`src/rtl/ieeedrv_pkg.sv`:
```
`default_nettype none
// ============================================================================
//  Module      : ieeedrv_pkg
//  Description : Shared types and widths for the IEEE drive SD channel logic.
//  Revision    : 1.0 - initial release
// ============================================================================
package ieeedrv_pkg;

    localparam int SD_LBA_W = 32;
    localparam int SD_BLK_W = 6;

    typedef enum logic [1:0] {
        IDLE  = 2'd0,
        ISSUE = 2'd1,
        XFER  = 2'd2,
        DONE  = 2'd3
    } sd_arb_state_t;

endpackage
`default_nettype wire

```
`src/rtl/ieeedrv_rr_pick.sv`:
```
`default_nettype none
// ============================================================================
//  Module      : ieeedrv_rr_pick
//  Description : Combinational round-robin priority encoder. Picks the first
//                pending requester scanning upward from the one after i_last,
//                wrapping modulo NBD.
//  Revision    : 1.0 - initial release
// ============================================================================
module ieeedrv_rr_pick #(
    parameter int NBD   = 2,
    parameter int IDX_W = 1
) (
    input  logic [NBD-1:0]   i_pending,
    input  logic [IDX_W-1:0] i_last,
    output logic [IDX_W-1:0] o_grant,
    output logic             o_valid
);

    logic [IDX_W-1:0] w_idx;

    // Scan from farthest to nearest so the nearest pending index wins.
    always_comb begin
        o_grant = i_last;
        w_idx   = '0;
        for (int i = NBD; i >= 1; i--) begin
            w_idx = IDX_W'((int'(i_last) + i) % NBD);
            if (i_pending[w_idx]) begin
                o_grant = w_idx;
            end
        end
    end

    assign o_valid = |i_pending;

endmodule
`default_nettype wire

```
`src/rtl/ieeedrv_sd_arbiter.sv`:
```
`default_nettype none
// ============================================================================
//  Module      : ieeedrv_sd_arbiter
//  Description : Round-robin sharing of one hps_io SD block-device slot among
//                NBD drive sub-units. One transfer in flight; the host ack is
//                routed back only to the granted requester; a watchdog aborts
//                a strobe the host never acknowledges.
//  Revision    : 1.0 - initial release
// ============================================================================
module ieeedrv_sd_arbiter
    import ieeedrv_pkg::*;
#(
    parameter int NBD   = 2,
    parameter int TMO_W = 24
) (
    input  logic                          clk_sys,
    input  logic                          reset,
    input  logic [NBD-1:0][SD_LBA_W-1:0]  req_lba,
    input  logic [NBD-1:0][SD_BLK_W-1:0]  req_blk_cnt,
    input  logic [NBD-1:0]                req_rd,
    input  logic [NBD-1:0]                req_wr,
    input  logic [NBD-1:0][7:0]           req_buff_din,
    output logic [NBD-1:0]                req_ack,
    output logic [SD_LBA_W-1:0]           sd_lba,
    output logic [SD_BLK_W-1:0]           sd_blk_cnt,
    output logic                          sd_rd,
    output logic                          sd_wr,
    input  logic                          sd_ack,
    output logic [7:0]                    sd_buff_din,
    output logic                          busy,
    output logic                          tmo
);

    localparam int                IDX_W       = (NBD > 1) ? $clog2(NBD) : 1;
    localparam logic [IDX_W-1:0]  c_last_rst  = IDX_W'(NBD - 1);
    // Abort fires on the update that would bring the counter to all-ones.
    localparam logic [TMO_W-1:0]  c_wdog_last = {{(TMO_W-1){1'b1}}, 1'b0};

    sd_arb_state_t          r_state, w_state_nxt;
    logic [IDX_W-1:0]       r_last,  w_last_nxt;
    logic [IDX_W-1:0]       r_grant, w_grant_nxt;
    logic [SD_LBA_W-1:0]    r_lba,   w_lba_nxt;
    logic [SD_BLK_W-1:0]    r_blk,   w_blk_nxt;
    logic                   r_rd,    w_rd_nxt;
    logic                   r_wr,    w_wr_nxt;
    logic                   r_tmo,   w_tmo_nxt;
    logic [TMO_W-1:0]       r_wdog,  w_wdog_nxt;

    logic [IDX_W-1:0]       w_pick;
    logic                   w_pick_valid;

    ieeedrv_rr_pick #(
        .NBD   (NBD),
        .IDX_W (IDX_W)
    ) u_rr_pick (
        .i_pending (req_rd | req_wr),
        .i_last    (r_last),
        .o_grant   (w_pick),
        .o_valid   (w_pick_valid)
    );

    // State and datapath registers; reset returns to IDLE with requester 0 first.
    always_ff @(posedge clk_sys) begin
        if (reset) begin
            r_state <= IDLE;
            r_last  <= c_last_rst;
            r_grant <= '0;
            r_lba   <= '0;
            r_blk   <= '0;
            r_rd    <= 1'b0;
            r_wr    <= 1'b0;
            r_tmo   <= 1'b0;
            r_wdog  <= '0;
        end else begin
            r_state <= w_state_nxt;
            r_last  <= w_last_nxt;
            r_grant <= w_grant_nxt;
            r_lba   <= w_lba_nxt;
            r_blk   <= w_blk_nxt;
            r_rd    <= w_rd_nxt;
            r_wr    <= w_wr_nxt;
            r_tmo   <= w_tmo_nxt;
            r_wdog  <= w_wdog_nxt;
        end
    end

    // Next-state and next-register values; everything holds unless changed.
    always_comb begin
        w_state_nxt = r_state;
        w_last_nxt  = r_last;
        w_grant_nxt = r_grant;
        w_lba_nxt   = r_lba;
        w_blk_nxt   = r_blk;
        w_rd_nxt    = r_rd;
        w_wr_nxt    = r_wr;
        w_tmo_nxt   = 1'b0;
        w_wdog_nxt  = '0;

        case (r_state)
            IDLE: begin
                if (w_pick_valid) begin
                    w_grant_nxt = w_pick;
                    w_lba_nxt   = req_lba[w_pick];
                    w_blk_nxt   = req_blk_cnt[w_pick];
                    // Read wins when a requester raises both strobes.
                    w_rd_nxt    = req_rd[w_pick];
                    w_wr_nxt    = ~req_rd[w_pick];
                    w_state_nxt = ISSUE;
                end
            end
            ISSUE: begin
                if (sd_ack) begin
                    w_rd_nxt    = 1'b0;
                    w_wr_nxt    = 1'b0;
                    w_state_nxt = XFER;
                end else if (r_wdog == c_wdog_last) begin
                    w_rd_nxt    = 1'b0;
                    w_wr_nxt    = 1'b0;
                    w_tmo_nxt   = 1'b1;
                    w_last_nxt  = r_grant;
                    w_state_nxt = IDLE;
                end else begin
                    w_wdog_nxt  = r_wdog + 1'b1;
                end
            end
            XFER: begin
                if (!sd_ack) begin
                    w_state_nxt = DONE;
                end
            end
            DONE: begin
                w_last_nxt  = r_grant;
                w_state_nxt = IDLE;
            end
            default: begin
                w_state_nxt = IDLE;
            end
        endcase
    end

    // Host ack is steered only to the granted requester while a transfer is open.
    always_comb begin
        req_ack = '0;
        if (r_state == ISSUE || r_state == XFER) begin
            req_ack[r_grant] = sd_ack;
        end
    end

    assign sd_lba      = r_lba;
    assign sd_blk_cnt  = r_blk;
    assign sd_rd       = r_rd;
    assign sd_wr       = r_wr;
    assign tmo         = r_tmo;
    assign busy        = (r_state != IDLE);
    assign sd_buff_din = busy ? req_buff_din[r_grant] : 8'h00;

endmodule
`default_nettype wire

```
`config.mk`:
```
export PLATFORM = sky130hd
export DESIGN_NAME = ieeedrv_sd_arbiter
export DESIGN_NICKNAME = d
export VERILOG_FILES = /design/src/rtl/ieeedrv_pkg.sv /design/src/rtl/ieeedrv_rr_pick.sv /design/src/rtl/ieeedrv_sd_arbiter.sv
export SDC_FILE = /design/constraint.sdc
export NUM_CORES = 1
export LEC_CHECK = 0
export CAP_MARGIN = 25
export CORE_ASPECT_RATIO = 0.9
export CORE_MARGIN = 2
export CORE_UTILIZATION = 38
export DETAILED_ROUTE_END_ITERATION = 7
export PLACE_DENSITY = 0.74
export SKIP_LAST_GASP = 1
export SLEW_MARGIN = 20
export SYNTH_ARGS = -nofsm -noshare
export SYNTH_HDL_FRONTEND = slang
export SYNTH_SLANG_ARGS = --single-unit
export TNS_END_PERCENT = 10
```
`constraint.sdc`:
```
create_clock -name clk_sys -period 1.8 [get_ports clk_sys]
set_clock_uncertainty 0.2 [all_clocks]
set_input_delay 0.54 -clock clk_sys [delete_from_list [all_inputs] [get_ports clk_sys]]
set_output_delay 0.54 -clock clk_sys [all_outputs]
set_load 0.01 [all_outputs]
```
==> results of run 1 <==
-- cells in the mapped netlist, drive strengths merged, types with 7 or more instances --
library cell  number
nor2              80
dfxtp             69
mux2i             48
a211oi            40
xor2              17
clkbuf            16
nand3             12
nand2              9
nand4              8
buf                7
ha                 7
inv                7
-- what timing repair did --
| item | 4_1_cts | 5_1_grt |
|---|---|---|
| setup buffers | 5 | 2 |
| pin swaps | 6 | 8 |
| resized for setup | 73 | 41 |
| setup endpoints to repair | 95 | 120 |
| cloned | 1 | 1 |
-- metal layers --
layer  vias up  global-route usage [%]  wire length (µm)
li1       1641                       -                 -
met3        15                    8.83               713
met1      1509                    24.0              3910
met5         -                       0                 0
met4         0                    5.11               162
met2       104                    33.3              4940
-- power by group --
| part | total [µW] | internal, µW | leakage (µW) | switching (µW) |
|---|---|---|---|---|
| Clock | 1400 | 815 | 0.000112 | 583 |
| Sequential | 1740 | 1660 | 0.000569 | 74.6 |
| Combinational | 1370 | 794 | 0.00187 | 577 |
| Total | 4510 | 3270 | 0.00255 | 1230 |
-- critical path, stage by stage (launching register included) --
cell and delay [ns]:
sky130_fd_sc_hd__dfxtp_4 0.38, sky130_fd_sc_hd__clkbuf_16 0.15, sky130_fd_sc_hd__mux2i_1 0.24, sky130_fd_sc_hd__nor2_1 0.09
sky130_fd_sc_hd__buf_2 0.15
-- area by class of cell --
type,instances,area [µm²]
fillers,674,2760
inverters,7,31.3
clock inverters,6,86.3
flip-flops and latches,69,1390
clock buffers,10,138
well taps,119,149
repair buffers,198,2000
multi-input cells,261,1980
-- layout by cell type, fill, tap and decap left out, types with 3 or more instances in the layout --
| cell | instances |
|---|---|
| sky130_fd_sc_hd__nor2_1 | 71 |
| sky130_fd_sc_hd__clkbuf_8 | 10 |
| sky130_fd_sc_hd__xnor2_1 | 5 |
| sky130_fd_sc_hd__inv_1 | 4 |
| sky130_fd_sc_hd__buf_2 | 6 |
| sky130_fd_sc_hd__nand4_1 | 7 |
| sky130_fd_sc_hd__dfxtp_1 | 66 |
| sky130_fd_sc_hd__ha_1 | 5 |
| sky130_fd_sc_hd__nand3_1 | 12 |
| sky130_fd_sc_hd__xor2_1 | 17 |
| sky130_fd_sc_hd__nor2_4 | 6 |
| sky130_fd_sc_hd__a211oi_1 | 38 |
| sky130_fd_sc_hd__dlymetal6s2s_1 | 12 |
| sky130_fd_sc_hd__a21oi_1 | 4 |
| sky130_fd_sc_hd__nor2_2 | 3 |
| sky130_fd_sc_hd__o21ai_0 | 3 |
| sky130_fd_sc_hd__clkdlybuf4s50_1 | 116 |
| sky130_fd_sc_hd__buf_4 | 38 |
| sky130_fd_sc_hd__buf_6 | 6 |
| sky130_fd_sc_hd__dlygate4sd2_1 | 10 |
| sky130_fd_sc_hd__and3_1 | 5 |
| sky130_fd_sc_hd__buf_12 | 8 |
| sky130_fd_sc_hd__mux2i_4 | 5 |
| sky130_fd_sc_hd__nand2_1 | 7 |
| sky130_fd_sc_hd__mux2i_1 | 42 |
-- metrics by stage --
step                TNS, ns  util (%)  instance area (µm²)
floorplan             -1.27         -                 3320
global placement     -39.39      61.4                 5240
detailed placement   -40.11      61.4                 5240
CTS                  -15.14      65.1                 5550
global route         -24.59      67.6                 5770
finish               -17.17      67.6                 5770
-- how the worst max path moves through the flow --
| stage | startpoint | depth (start not counted) | to | slack, ns |
|---|---|---|---|---|
| after global placement | req_wr[1] | 5 | sd_lba[24] | -0.71 |
| after floorplan | req_wr[1] | 5 | sd_lba[20] | -0.07 |
| after CTS | req_buff_din[10] | 4 | sd_buff_din[2] | -0.23 |
| after detailed placement | req_wr[1] | 5 | sd_lba[22] | -0.71 |
| final | r_grant | 4 | sd_buff_din[4] | -0.29 |
| after global routing | r_grant | 4 | sd_buff_din[1] | -0.33 |
-- cells by family after synthesis --
kind of cell               count (synthesis)  synth area share (%)
AOI/OAI and AO/OA                         56                  12.5
xor gates and xnor gates                  22                  5.81
adders and majority gates                  7                  2.64
buffers and inverters                     30                  4.23
DFF                                       69                  41.7
muxes                                     48                  14.5
and+or+nand+nor                          128                  18.6
==> results.md, run 1 <==
- The maximum clock insertion buffer count is 2.
- Dividing the detail-routed wire length by the instance count gives 14.5 µm.
- The die is 102 µm wide.
- The post-layout worst setup margin is -0.286 ns.
- The endpoint class of the critical path is an output port.
- The DRC violations left is 0.
- During I/O placement, the number of pins put on the boundary was 151.
- Entering global routing, the biggest net connects 31 pins.
- Of the cells placed in the final design, the portion with a size suffix greater than 1 is 20.1%.
- The fmax is 0.479 GHz.
- The final instance count without filler cells is 670.
- The max-capacitance violation count is 0.
- Setup repair after global routing could not meet its margin everywhere.
- Counting the buffers created by CTS gives 9.
- The average cell area after synthesis is 9.21 µm².
- The checks that failed: negative setup slack.
- In the synthesized netlist the dominant register cell turns out to be sky130_fd_sc_hd__dfxtp_1.
- The worst setup path is launched from a register.
- In this run, the number of DRC markers left after iteration 0 of detailed routing was 119.
- The endpoint identified for the worst register-to-register timing path is r_state[0].
- The final layout contains 652 nets.
- Dividing total power by cell area gives a power density of 782 nW/µm².
- The post-synth design cell area is 3320 µm².
- The number of cells on the worst reg-to-reg path is 11.
- The worst register-to-register path has a setup slack of -0.22 ns.
- The count of final hold-check violations was 0.
- The maximum level of the CTS H-tree is 3.
- For the worst-skew pair, the clock arrives at the later sink with an insertion delay of 0.33 ns.
- The endpoint arrival time on the critical path is 1.35 ns.
- The Yosys step of the flow raised 0 warnings.
- The flip-flop count of the largest register after layout is 32.
- The number of max-slew violations in the final report is 0.
- The async set-or-reset flop fraction in the synthesized netlist is 0%.
- Sequential cells were found to cover 41.7% of the synthesized design area.
- The cell sitting at the root of the clock tree is a sky130_fd_sc_hd__clkbuf_8.
- The number of global-route vias before repair was 3268.
- The last weighted congestion value of the routability-driven placer is 0.869.
- Yosys mapped a number of flops with a built-in enable equal to 0.
- For the worst setup path, the data required time is 1.06 ns.
- The clock tree from TritonCTS is yes.
- The first global-routing pass estimated 15300 µm of wire.
- For this design the static power due to leakage is 0.00255 µW.
- The largest driver fanout on the critical path is 5.
- After synthesis, the cell types taking the most area are sky130_fd_sc_hd__dfxtp_1, sky130_fd_sc_hd__mux2i_1, sky130_fd_sc_hd__a211oi_1.
- The final antenna-violating net count is 0.
- The area share of the leading cell type in the synthesized netlist is 41.7%.
- The count of unique library cells instantiated by Yosys is 39.
- The cell taking the most area after synthesis is sky130_fd_sc_hd__dfxtp_1.
- At the placement stage, the worst setup path has a slack of -0.715 ns.
- The first detailed-routing pass took 4 iterations.
- Once the floorplan was initialized, standard cells occupied 38.9% of the core.
- The overall power after layout is 4510 µW.
- The overall via count from detail_route is 3269.
- The time the final worst path needs with I/O delays and setup is 2.09 ns.
- Compared with the post-synthesis result, the final layout area differs by 73.9%.
- The overall fraction of global-route tracks in use is 20.2%.
- The setup violation total in the final timing report is 117.
- The number of antenna violations at the first check in global routing is 0.
- The number of buffers added on ports is 150.
- The count of state elements after synthesis is 69.
- Counting every net in the synthesized netlist gives 466.
- The floorplan step defined a die boundary enclosing 9490 µm².
- The type of the worst setup path is reg -> out.
- The tightest hold margin is 0.281 ns.
- The tightest min-delay check is of the reg -> reg type.
- The run finished, with violations left.
- The peak supply drop is 0.000390 V.
- The tree built by TritonCTS fans out to 69 sinks.
- Row generation in the floorplan step produced 32 rows.
- In the routed layout, each cell is associated on average with a via count of 4.88.
- For the pin with the worst max-slew slack, the measured transition is 0.371 ns.
- The core area is 8530 µm².
- The synthesized instance count is 360.
- The depth of the worst hold-timing path is 1.
- The height of the chip is 92.6 µm.
- For this run the aggregate overflow at the end of global routing stands at 0.
- The placed cell count is 645.
- The beginning of the worst hold path is r_wdog[0].
- The number of buffers inserted by hold repair at cts is 0.
- The worst hold path terminates at r_wdog[0].
- 0 antenna diodes ended up in the layout.
- The post-detailed-routing wire length is 9740 µm.
- The final worst-path cycle share is 116%.
- Detailed placement finished with a half-perimeter wire length of 6950 µm.
- Measured against its own limit, the worst slew margin works out to 75.2%.
- The clock transition at the register clock pins on the worst setup and hold paths after CTS is 0.07 ns.
No activity file was read; power rests on OpenSTA's default activity.
==> run 2: changes to the inputs <==
HOLD_SLACK_MARGIN = 0.1   (was unset)
==> results of run 2 <==
No change in the layout: final DEF, timing and power equal those of run 1.
==> run 3: changes to the inputs <==
REMOVE_ABC_BUFFERS = 1   (was unset)
==> results.md, run 3 (synthesis results as in run 1) <==
- The average vias per placed instance is 4.96 (was 4.88).
- The critical path launch point type is an input port (was register).
- The number of core rows came to 32 (unchanged).
- Run status: finished, violations left (unchanged).
- The clock transition at the register clock pins on the worst setup and hold paths after CTS came to 0.07 ns (about the same).
- The number of buffers added on ports is 150 (unchanged).
- The placed wire-length estimate is 7060 µm (was 6950 µm).
- The final worst-path cycle share is 118% (was 116%).
- The most frequent standard cell in the layout excluding fill and tap cells is sky130_fd_sc_hd__clkdlybuf4s50_1 (unchanged).
- The effective utilization at floorplan is 38.9% (unchanged).
- The worst slew margin relative to its limit is 73.0% (was 75.2%).
- Violated checks: negative setup slack (unchanged).
- The fmax is 0.471 GHz (was 0.479 GHz).
- The flip-flop count of the largest register after layout is 32 (unchanged).
- The count of final hold-check violations was 0 (unchanged).
- The final total negative setup slack is -11.92 ns (was -17.17 ns).
- The final antenna-violating net count is 0 (unchanged).
- Most frequent cells in the layout: sky130_fd_sc_hd__clkdlybuf4s50_1, sky130_fd_sc_hd__nor2_1, sky130_fd_sc_hd__dfxtp_1, sky130_fd_sc_hd__mux2i_1, sky130_fd_sc_hd__buf_4 (was sky130_fd_sc_hd__clkdlybuf4s50_1, sky130_fd_sc_hd__nor2_1, sky130_fd_sc_hd__dfxtp_1, sky130_fd_sc_hd__mux2i_1).
- The core area is 8530 µm² (unchanged).
- The overall fraction of global-route tracks in use is 20.0% (was 20.2%).
- The data required time at the worst endpoint is 1.06 ns (about the same).
- The clock latency reported for the late side of the worst-skew pair is 0.35 ns (was 0.33 ns).
- The relative area change from synthesis to final layout is 74.8% (was 73.9%).
- The global-route wire length before repair is 14800 µm (was 15300 µm).
- The die area was 9490 µm² (unchanged).
- The endpoint class of the critical path is an output port (unchanged).
- The transition time of the tightest slew-check pin is 0.404 ns (was 0.371 ns).
- The post-layout worst setup margin is -0.324 ns (was -0.286 ns).
- The max-capacitance violation count is 0 (unchanged).
- The pin count of the biggest net entering global routing was 33 (was 31).
- The setup violation total in the final timing report was 88 (was 117).
- The type of the worst setup path is in -> out (was reg -> out).
- The pre-CTS worst setup slack is -0.677 ns (was -0.715 ns).
- The leftover overflow at the end of global routing is 0 (unchanged).
- The clock root buffer is sky130_fd_sc_hd__clkbuf_8 (unchanged).
- The number of antenna violations at the first check in global routing is 1 (was 0).
- The clock tree from TritonCTS is yes (unchanged).
- The height of the chip came to 92.6 µm (unchanged).
- The overall power after layout came to 4570 µW (was 4510 µW).
- The endpoint arrival time on the critical path was 1.38 ns (was 1.35 ns).
- The number of design-rule violations left by the first detailed-router iteration came to 94 (was 119).
- The total power divided by cell area is 788 nW/µm² (was 782 nW/µm²).
- The post-detailed-routing wire length is 9920 µm (was 9740 µm).
- The maximum clock insertion buffer count was 2 (unchanged).
- The leakage power is 0.00252 µW (was 0.00255 µW).
- The number of ports placed on the die boundary is 151 (unchanged).
- The classification of the worst-slack hold path is reg -> reg (unchanged).
- The total clock buffers created by CTS is 9 (unchanged).
- The maximum level of the CTS H-tree came to 3 (unchanged).
- The number of max-slew violations in the final report is 0 (unchanged).
- The total clock sinks is 69 (unchanged).
- The fraction of layout instances using a drive strength above 1 came to 21.7% (was 20.1%).
- The last weighted congestion value of the routability-driven placer came to 0.790 (was 0.869).
- The time the final worst path needs with I/O delays and setup is 2.12 ns (was 2.09 ns).
- The number of global-route vias before repair is 3144 (was 3268).
- The total inserted antenna cells is 0 (unchanged).
- The DRC violations left is 0 (unchanged).
- The overall via count from detail_route was 3336 (was 3269).
- Setup repair after global routing missed its margin: yes (unchanged).
- The routed wirelength normalized by instance count is 14.8 µm (was 14.5 µm).
- The post-layout net count was 654 (was 652).
- The final cell utilization of the core is 68.0% (was 67.6%).
- The peak supply drop is 0.000398 V (was 0.000390 V).
- The number of detailed-route iterations in the first pass came to 4 (unchanged).
- The horizontal die dimension is 102 µm (unchanged).
- The largest driver fanout on the critical path is 1 (was 5).
- The tightest hold margin was 0.288 ns (was 0.281 ns).
## run 3: what timing repair did
action                                  CTS  global route
endpoints found under the hold margin     0             0
endpoints found under the setup margin   95           120
cloned                                    0             4
pin swaps                                11            13
setup buffers                             3            10
hold buffers                              0             0
gates resized for setup                  74            50
## run 3: path summary, 6_finish.rpt
path | startpoint | slack, ns | cells after the start | endpoint
min | r_wdog[0] | 0.29 | 1 | r_wdog[0]
min reg2reg | r_wdog[0] | 0.29 | 1 | r_wdog[0]
max reg2reg | r_state[0] | -0.08 | 10 | sd_lba[19]
max | req_buff_din[10] | -0.32 | 4 | sd_buff_din[2]
## run 3: area by class of cell
type / count / area, µm²
timing repair buffer: 200 / 2050
multi-input combinational: 261 / 1980
clock inverter: 7 / 80.1
inverter: 7 / 31.3
tap: 119 / 149
sequential: 69 / 1390
fill: 645 / 2730
clock buffer: 9 / 124
## run 3: routing by layer
metal,up-vias,GRT usage (%),wire length [µm]
li1,1651,-,-
met1,1569,24.2,4100
met2,94,33.3,5070
met3,20,5.28,521
met4,2,8.11,203
met5,-,0,13
## run 3: critical path: stages
cell	delay, ns
sky130_fd_sc_hd__clkdlybuf4s50_1	0.44
sky130_fd_sc_hd__mux2i_2	0.24
sky130_fd_sc_hd__nor2_4	0.04
sky130_fd_sc_hd__buf_6	0.12
## run 3: through the flow
stage	cells	area, µm²
floorplan	337	3200
global placement	639	5170
detailed placement	639	5170
CTS	658	5440
global route	672	5800
finish	672	5800
## run 3: where the power goes
group,switching (µW),leakage [µW],internal [µW]
Combinational,626,0.00185,893
Sequential,76.1,0.000568,1660
Clock,652,0.0000973,659
